$ cat config.mk
export PLATFORM = sky130hd
export DESIGN_NAME = seq_add_mult
export DESIGN_NICKNAME = d
export VERILOG_FILES = /design/src/rtl/seq_add_mult.sv
export SDC_FILE = /design/constraint.sdc
export NUM_CORES = 1
export LEC_CHECK = 0
export CORE_AREA = 5 5 90 59
export CTS_BUF_LIST = sky130_fd_sc_hd__clkbuf_2
export CTS_CLUSTER_DIAMETER = 40
export DETAILED_ROUTE_END_ITERATION = 6
export DIE_AREA = 0 0 95 64
export PLACE_DENSITY_LB_ADDON = 0.25
export SLEW_MARGIN = 0
export SYNTH_ARGS = -nofsm -noshare
export SYNTH_HDL_FRONTEND = slang
export SYNTH_SLANG_ARGS = --single-unit
$ cat constraint.sdc
create_clock -name clk -period 2.3 [get_ports clk]
set_clock_uncertainty 0.05 [all_clocks]
set_input_delay 0.23 -clock clk [delete_from_list [all_inputs] [get_ports clk]]
set_output_delay 0.23 -clock clk [all_outputs]
set_load 0.005 [all_outputs]
$ cat src/rtl/seq_add_mult.sv
// seq_add_mult: single-request add / multiply unit with valid/ready handshakes.
//   Add completes in one cycle. Multiply runs a shift-add loop with one
//   iteration per cycle for exactly WIDTH cycles, whatever the operand values.
//
// Ports
//   clk        : clock, all state updates on the rising edge
//   rst        : synchronous active-high reset
//   in_valid   : request valid
//   in_ready   : request accepted this cycle (high only in IDLE, low in reset)
//   op         : 0 = add, 1 = multiply
//   a, b       : unsigned operands, WIDTH bits
//   out_valid  : result valid (DONE only)
//   out_ready  : consumer takes the result
//   result     : unsigned result, 2*WIDTH bits, forced to 0 when out_valid is low
//   busy       : state is not IDLE
//
// state | meaning
// IDLE  | waiting for a request, in_ready high
// MUL   | shift-add iterations in progress
// DONE  | result presented, waiting for out_ready
module seq_add_mult #(
    parameter int WIDTH = 3
) (
    input  logic               clk,
    input  logic               rst,
    input  logic               in_valid,
    output logic               in_ready,
    input  logic               op,
    input  logic [WIDTH-1:0]   a,
    input  logic [WIDTH-1:0]   b,
    output logic               out_valid,
    input  logic               out_ready,
    output logic [2*WIDTH-1:0] result,
    output logic               busy
);

    localparam int CW = $clog2(WIDTH + 1);
    localparam logic [CW-1:0] LAST_ITER = CW'(WIDTH - 1);

    typedef enum logic [1:0] {
        IDLE = 2'd0,
        MUL  = 2'd1,
        DONE = 2'd2
    } state_t;

    state_t               state_q, state_d;
    logic [2*WIDTH-1:0]   mcand_q, mcand_d;
    logic [WIDTH-1:0]     mplier_q, mplier_d;
    logic [2*WIDTH-1:0]   acc_q, acc_d;
    logic [CW-1:0]        cnt_q, cnt_d;

    // Outputs are gated by rst so the block looks idle-but-unavailable while
    // reset is held, independent of whatever state precedes the first edge.
    assign in_ready  = (state_q == IDLE) && !rst;
    assign out_valid = (state_q == DONE) && !rst;
    assign busy      = (state_q != IDLE) && !rst;
    assign result    = out_valid ? acc_q : '0;

    always_comb begin
        state_d  = state_q;
        mcand_d  = mcand_q;
        mplier_d = mplier_q;
        acc_d    = acc_q;
        cnt_d    = cnt_q;
        case (state_q)
            IDLE: begin
                if (in_valid && in_ready) begin
                    // The chosen next state records op for the whole operation.
                    mcand_d  = {{WIDTH{1'b0}}, a};
                    mplier_d = b;
                    cnt_d    = '0;
                    if (op) begin
                        acc_d   = '0;
                        state_d = MUL;
                    end else begin
                        acc_d   = {{WIDTH{1'b0}}, a} + {{WIDTH{1'b0}}, b};
                        state_d = DONE;
                    end
                end
            end
            MUL: begin
                if (mplier_q[0]) begin
                    acc_d = acc_q + mcand_q;
                end
                mcand_d  = mcand_q << 1;
                mplier_d = mplier_q >> 1;
                cnt_d    = cnt_q + CW'(1);
                // No early exit on a zero multiplier: latency is always WIDTH.
                if (cnt_q == LAST_ITER) begin
                    state_d = DONE;
                end
            end
            DONE: begin
                if (out_ready) begin
                    state_d = IDLE;
                end
            end
            default: begin
                state_d = IDLE;
            end
        endcase
    end

    always_ff @(posedge clk) begin
        if (rst) begin
            state_q  <= IDLE;
            mcand_q  <= '0;
            mplier_q <= '0;
            acc_q    <= '0;
            cnt_q    <= '0;
        end else begin
            state_q  <= state_d;
            mcand_q  <= mcand_d;
            mplier_q <= mplier_d;
            acc_q    <= acc_d;
            cnt_q    <= cnt_d;
        end
    end

endmodule

==> impl_metrics.json, run 1 <==
{
  "area_growth_pct": 21.6,
  "ys_seq_area_share_pct": 30.3,
  "wire_per_inst_um": 13.3,
  "coreArea_mm2": 0.00437,
  "clk_pin_slew_ns": 0.19,
  "async_reset_ff_share_pct": 0,
  "crit_path_end_kind": "primary output",
  "worst_pin_slew_ns": 0.587,
  "total_power_uw": 702,
  "die_area_mm2": 0.00608,
  "setup_viol": 0,
  "critPathTopFamily": "flip-flops",
  "final-max-slew-violation-count": 0,
  "htree_levels": 1,
  "cts_sinks": 19,
  "finalCritPeriodShare_pct": 90.7,
  "fin_hold_ws_ns": 0.430,
  "viasPerCell": 4.77,
  "hpwl_mm": 2.41,
  "drt_first_iter_violations": 27,
  "syn_area_mm2": 0.00125,
  "portBuffers": 19,
  "drt_pre_antenna_iters": 4,
  "outcome": "completed",
  "insertion_delay_ns": 0.32,
  "die-width_um": 95,
  "num-nets-final": 191,
  "initial_utilization_pct": 28.7,
  "overflow": 0,
  "grt_max_degree": 19,
  "powerDensity_mw_per_mm2": 460,
  "synth_ff_type": "dfxtp_1",
  "fmax_mhz": 479,
  "critPathArrivalTime_ns": 1.81,
  "synth_edf_count": 0,
  "synth_seq_cells": 19,
  "vias": 1101,
  "drive_gt1_share_pct": 12.5,
  "p_leak_nw": 0.609,
  "drc": 0,
  "cts_resized": 0,
  "drv_cap": 0,
  "drtAntennaViolNets": 0,
  "worstSetupStartpointType": "flop",
  "gp_congestion": 0.793,
  "finalHoldViolCount": 0,
  "hp-class": "flop to flop",
  "cp_num_buf_inv": 1,
  "diodes": 0,
  "die_y_um": 64,
  "wl_mm": 3.07,
  "fin_util_pct": 34.9,
  "place_ws_ns": 0.246,
  "cts_hold_buf": 0,
  "synth_warnings": 0,
  "avgSynthCellArea_um2": 8.42,
  "tns_ns": 0,
  "grt_pass1_vias": 1070,
  "critPathMaxFanout": 16,
  "timing.final.ws_setup_ns": 0.214,
  "grt_pass1_wl_mm": 5.12,
  "n_fill_cell": 466,
  "path_cells": "and3_1, clkdlybuf4s50_1",
  "slew-limit-headroom_pct": 60.8,
  "period_needed_ns": 2.09,
  "clockBufferDepth": 2,
  "grt_setup_unrepaired": "no",
  "syn_inst": 149,
  "cts_setup_buffers": 0,
  "rows": 19,
  "critPathKind": "flop to primary output",
  "cpPeakStageDelay_ns": 0.74,
  "slowest_stage": "dfxtp_1",
  "ios": 20,
  "ir_drop_mv": 0.255,
  "cts-root-buf": "clkbuf_2",
  "cts_made_buffers": 3,
  "track_usage_pct": 10.6,
  "antenna_found_initial": 0,
  "cts_tree": "done",
  "cp.required_ns": 2.02,
  "yosysUniqueCellTypes": 42,
  "syn-num-nets": 171
}
## flip-flops by register name, summed over array words and instances, names as in the netlist
register / count
acc_q: 6
mplier_q: 3
cnt_q: 2
state_q: 2
mcand_q: 6
## per-stage QoR
stage               instance area, um2  cells
floorplan                         1250    149
global placement                  1510    227
detailed placement                1510    227
CTS                               1530    231
global route                      1530    231
finish                            1530    231
## cells in the mapped netlist, types with 2 or more instances
cell / instances / share of area (%)
nor2b_1: 3 / 1.5
ha_1: 9 / 9.0
inv_1: 5 / 1.5
nand2_1: 10 / 3.0
fa_1: 2 / 3.2
o21ai_0: 4 / 1.6
dfxtp_1: 19 / 30
a21o_1: 3 / 1.8
xnor2_1: 3 / 2.1
mux2i_1: 2 / 1.6
a211oi_1: 2 / 1.2
nor2_1: 21 / 6.3
a21oi_1: 13 / 5.2
nand2_2: 2 / 1.0
nand3_1: 6 / 2.4
nor3b_1: 3 / 1.8
and2_1: 2 / 1.0
nor4_2: 3 / 3.0
clkbuf_1: 3 / 0.90
a211oi_2: 2 / 2.0
buf_2: 2 / 0.80
and3_1: 7 / 3.5
nor3_1: 4 / 1.6
## power by group
| part | switching, mW | internal, mW | total [mW] | leakage (nW) |
|---|---|---|---|---|
| Clock | 0.112 | 0.0394 | 0.151 | 0.0164 |
| Combinational | 0.0963 | 0.0825 | 0.179 | 0.438 |
| Sequential | 0.0235 | 0.349 | 0.373 | 0.155 |
## cell usage in the layout, fill, tap and decap left out, drive strengths merged, types with 4 or more instances in the layout
cell           netlist  layout
nor2                22      22
dfxtp               19      19
clkdlybuf4s50        0      19
a21oi               14      14
nand2               12      12
ha                   9       9
and3                 7       7
nand3                7       7
nor3                 6       6
inv                  5       5
o21ai                4       4
nor2b                4       4
a211oi               4       4
## layout make-up
type / count / area (um2) / share of cell area (%)
clock buffer: 3 / 15.0 / 0.984
clock inverter: 1 / 5.00 / 0.328
inverter: 5 / 18.8 / 1.23
multi-input combinational: 118 / 816 / 53.4
sequential: 19 / 380 / 24.9
tap: 63 / 78.8 / 5.16
timing repair buffer: 22 / 213 / 13.9
## cell families (layout without fill, tap and decap cells)
kind of cell | after synthesis | count (layout) | share of synthesized area (%)
muxes | 3 | 3 | 2.49
xor gates and xnor gates | 3 | 3 | 2.09
and+or+nand+nor | 70 | 70 | 31.8
AOI/OAI and AO/OA | 31 | 31 | 16.5
DFF | 19 | 19 | 30.3
buffers and inverters | 12 | 31 | 4.69
adders and majority gates | 11 | 11 | 12.2
## path summary, 6_finish.rpt
| path | startpoint | endpoint | slack (ns) | depth (start not counted) |
|---|---|---|---|---|
| worst max-delay path | state_q[1]$_SDFFE_PP0P_ | result[3] | 0.21 | 2 |
| worst min-delay path | cnt_q[0]$_SDFFE_PP0P_ | cnt_q[0]$_SDFFE_PP0P_ | 0.43 | 2 |
| worst max register to register | mcand_q[0]$_SDFFE_PP0P_ | acc_q[4]$_SDFFE_PP0P_ | 0.47 | 8 |
| worst min register to register | cnt_q[0]$_SDFFE_PP0P_ | cnt_q[0]$_SDFFE_PP0P_ | 0.43 | 2 |
## per-layer routing
layer / global-route usage, % / wire length (um) / vias up
met5: 0 / 0 / -
li1: - / - / 564
met2: 15.7 / 1290 / 30
met4: 1.08 / 10 / 0
met1: 15.4 / 1590 / 505
met3: 3.40 / 187 / 2
## worst reg2reg max path, stage by stage (launching register included)
cell and delay (ns):
dfxtp_1 0.40, ha_1 0.22, inv_1 0.07, fa_1 0.41, nor2b_1 0.14, o21a_1 0.15, o21ai_0 0.08, a32oi_1 0.19
nor2_1 0.05
(Power assumes the default switching activity.)
==> run 2, diff against run 1 <==
Settings changed: CORE_AREA 5 5 90 59 to 5 5 71 73, DIE_AREA 0 0 95 64 to 0 0 76 78.
==> run 2 against run 1 <==
  * Worst setup slack got worse by 0.015 ns
  * Hold slack improved by 0.0017 ns
  * Global-route usage decreased by 0.33 points
  * Register-to-register slack got worse by 0.02 ns
  * Non-clock buffer count increased by 1
  * Critical path depth unchanged
  * Cell area decreased by 0.41%
  * Largest cell class unchanged
==> impl_metrics.json, run 2 (synthesized netlist as in run 1, its figures left out) <==
{
  "antenna_found_initial": 0,
  "pwr-share-clk_pct": 21.8,
  "drive_gt1_share_pct": 13.0,
  "cts_tree": "done",
  "outcome": "completed",
  "coreArea_mm2": 0.00429,
  "hp-class": "flop to flop",
  "p_leak_nw": 0.614,
  "final_cell_mix": "nor2_1, dfxtp_1, clkdlybuf4s50_1",
  "gp_congestion": 0.760,
  "die_y_um": 78,
  "fmax_mhz": 476,
  "grt_setup_unrepaired": "no",
  "final_area_mm2": 0.00152,
  "p_seq_share_pct": 53.1,
  "drtAntennaViolNets": 0,
  "critPathKind": "flop to primary output",
  "path_cells": "and3_1, clkdlybuf4s50_1",
  "layoutNonFillerInstCount": 221,
  "rows": 24,
  "vias": 1120,
  "drv_cap": 0,
  "p_comb_share_pct": 25.2,
  "ios": 20,
  "htree_levels": 1,
  "finalCritPeriodShare_pct": 91.3,
  "drt_first_iter_violations": 56,
  "setup_viol": 0,
  "largestRegisters": "acc_q: 6 flops, mcand_q: 6 flops, mplier_q: 3 flops",
  "cts_sinks": 19,
  "slew-limit-headroom_pct": 60.5,
  "wire_per_inst_um": 13.4,
  "cts_made_buffers": 3,
  "placed_area_mm2": 0.00150,
  "worst_pin_slew_ns": 0.592,
  "hpwl_mm": 2.34,
  "portBuffers": 19,
  "cts_hold_buf": 0,
  "drc": 0,
  "grt_max_degree": 17,
  "slowest_stage": "dfxtp_1",
  "clockBufferDepth": 2,
  "cts_resized": 0,
  "place_ws_ns": 0.319,
  "viasPerCell": 5.07,
  "p_int_uw": 478,
  "critPathTopFamily": "flip-flops",
  "critPathArrivalTime_ns": 1.82,
  "initial_utilization_pct": 29.2,
  "diodes": 0,
  "tns_ns": 0,
  "die-width_um": 76,
  "overflow": 0,
  "insertion_delay_ns": 0.31,
  "clk_pin_slew_ns": 0.19,
  "swShare_pct": 31.9,
  "min-delay-start": "cnt_q[0]$_SDFFE_PP0P_",
  "final-max-slew-violation-count": 0,
  "ir_drop_mv": 0.183,
  "drt_pre_antenna_iters": 4,
  "num-nets-final": 192,
  "final_common_cell": "nor2_1",
  "cts_setup_buffers": 0,
  "period_needed_ns": 2.10,
  "cp_num_buf_inv": 1,
  "cpPeakStageDelay_ns": 0.74,
  "grt_pass1_vias": 1159,
  "die_area_mm2": 0.00593,
  "placedCellCount": 217,
  "crit_path_end_kind": "primary output",
  "powerDensity_mw_per_mm2": 462,
  "rr_startpoint": "mcand_q[0]$_SDFFE_PP0P_",
  "finalHoldViolCount": 0,
  "switching_power_uw": 224,
  "area_growth_pct": 21.1,
  "critPathMaxFanout": 16,
  "critPathLaunch": "state_q[1]$_SDFFE_PP0P_",
  "track_usage_pct": 10.2,
  "cp.required_ns": 2.02,
  "grt_pass1_wl_mm": 5.20,
  "timing.final.ws_setup_ns": 0.199,
  "cts-root-buf": "clkbuf_2",
  "worstSetupStartpointType": "flop",
  "wl_mm": 2.96
}
[run 2: per-stage QoR]
step           hold slack (ns)  util, %  power [mW]
4_1_cts                  0.431     35.4       0.709
2_1_floorplan            0.328        -       0.494
5_1_grt                  0.449     35.4       0.745
3_3_place_gp             0.402     34.9       0.553
3_5_place_dp             0.409     34.9       0.558
6_report                 0.431     35.4       0.702
[run 2: area by class of cell]
type | count | area, um2
fill | 466 | 2770
multi-input combinational | 118 | 816
clock buffer | 4 | 20.0
tap | 52 | 65.1
sequential | 19 | 380
timing repair buffer | 23 | 220
inverter | 5 | 18.8
[run 2: path summary, 6_finish.rpt]
path | cells past startpoint | to | slack [ns]
worst max-delay path | 2 | result[2] | 0.20
worst min-delay path | 2 | cnt_q[0]$_SDFFE_PP0P_ | 0.43
worst max register to register | 8 | acc_q[4]$_SDFFE_PP0P_ | 0.45
worst min register to register | 2 | cnt_q[0]$_SDFFE_PP0P_ | 0.43
[run 2: worst reg2reg max path: stages (launching register included)]
cell and delay (ns):
dfxtp_1 0.43, ha_1 0.21, inv_1 0.06, fa_1 0.40, nor2b_1 0.13, o21a_1 0.13, o21ai_0 0.09, a32oi_1 0.21
nor2_1 0.05
[run 2: power groups by stage]
| stage | Sequential (mW) | Combinational (mW) | Clock (mW) |
|---|---|---|---|
| floorplan | 0.368 | 0.126 | 0 |
| global placement | 0.379 | 0.174 | 0 |
| detailed placement | 0.380 | 0.178 | 0 |
| CTS | 0.373 | 0.178 | 0.158 |
| global route | 0.376 | 0.197 | 0.171 |
| finish | 0.373 | 0.177 | 0.153 |
[run 2: per-layer routing]
metal / vias up / global-route usage [%] / share of wire, %
met5: - / 0 / 0
met1: 522 / 12.8 / 48
li1: 570 / - / -
met3: 4 / 1.74 / 4.3
met4: 0 / 3.38 / 1.1
met2: 24 / 17.7 / 47
==> run 3, diff against run 2 <==
Settings changed: CTS_CLUSTER_SIZE from default to 25.
==> results of run 3 <==
The final DEF is identical to that of run 2; final timing and power are the same.
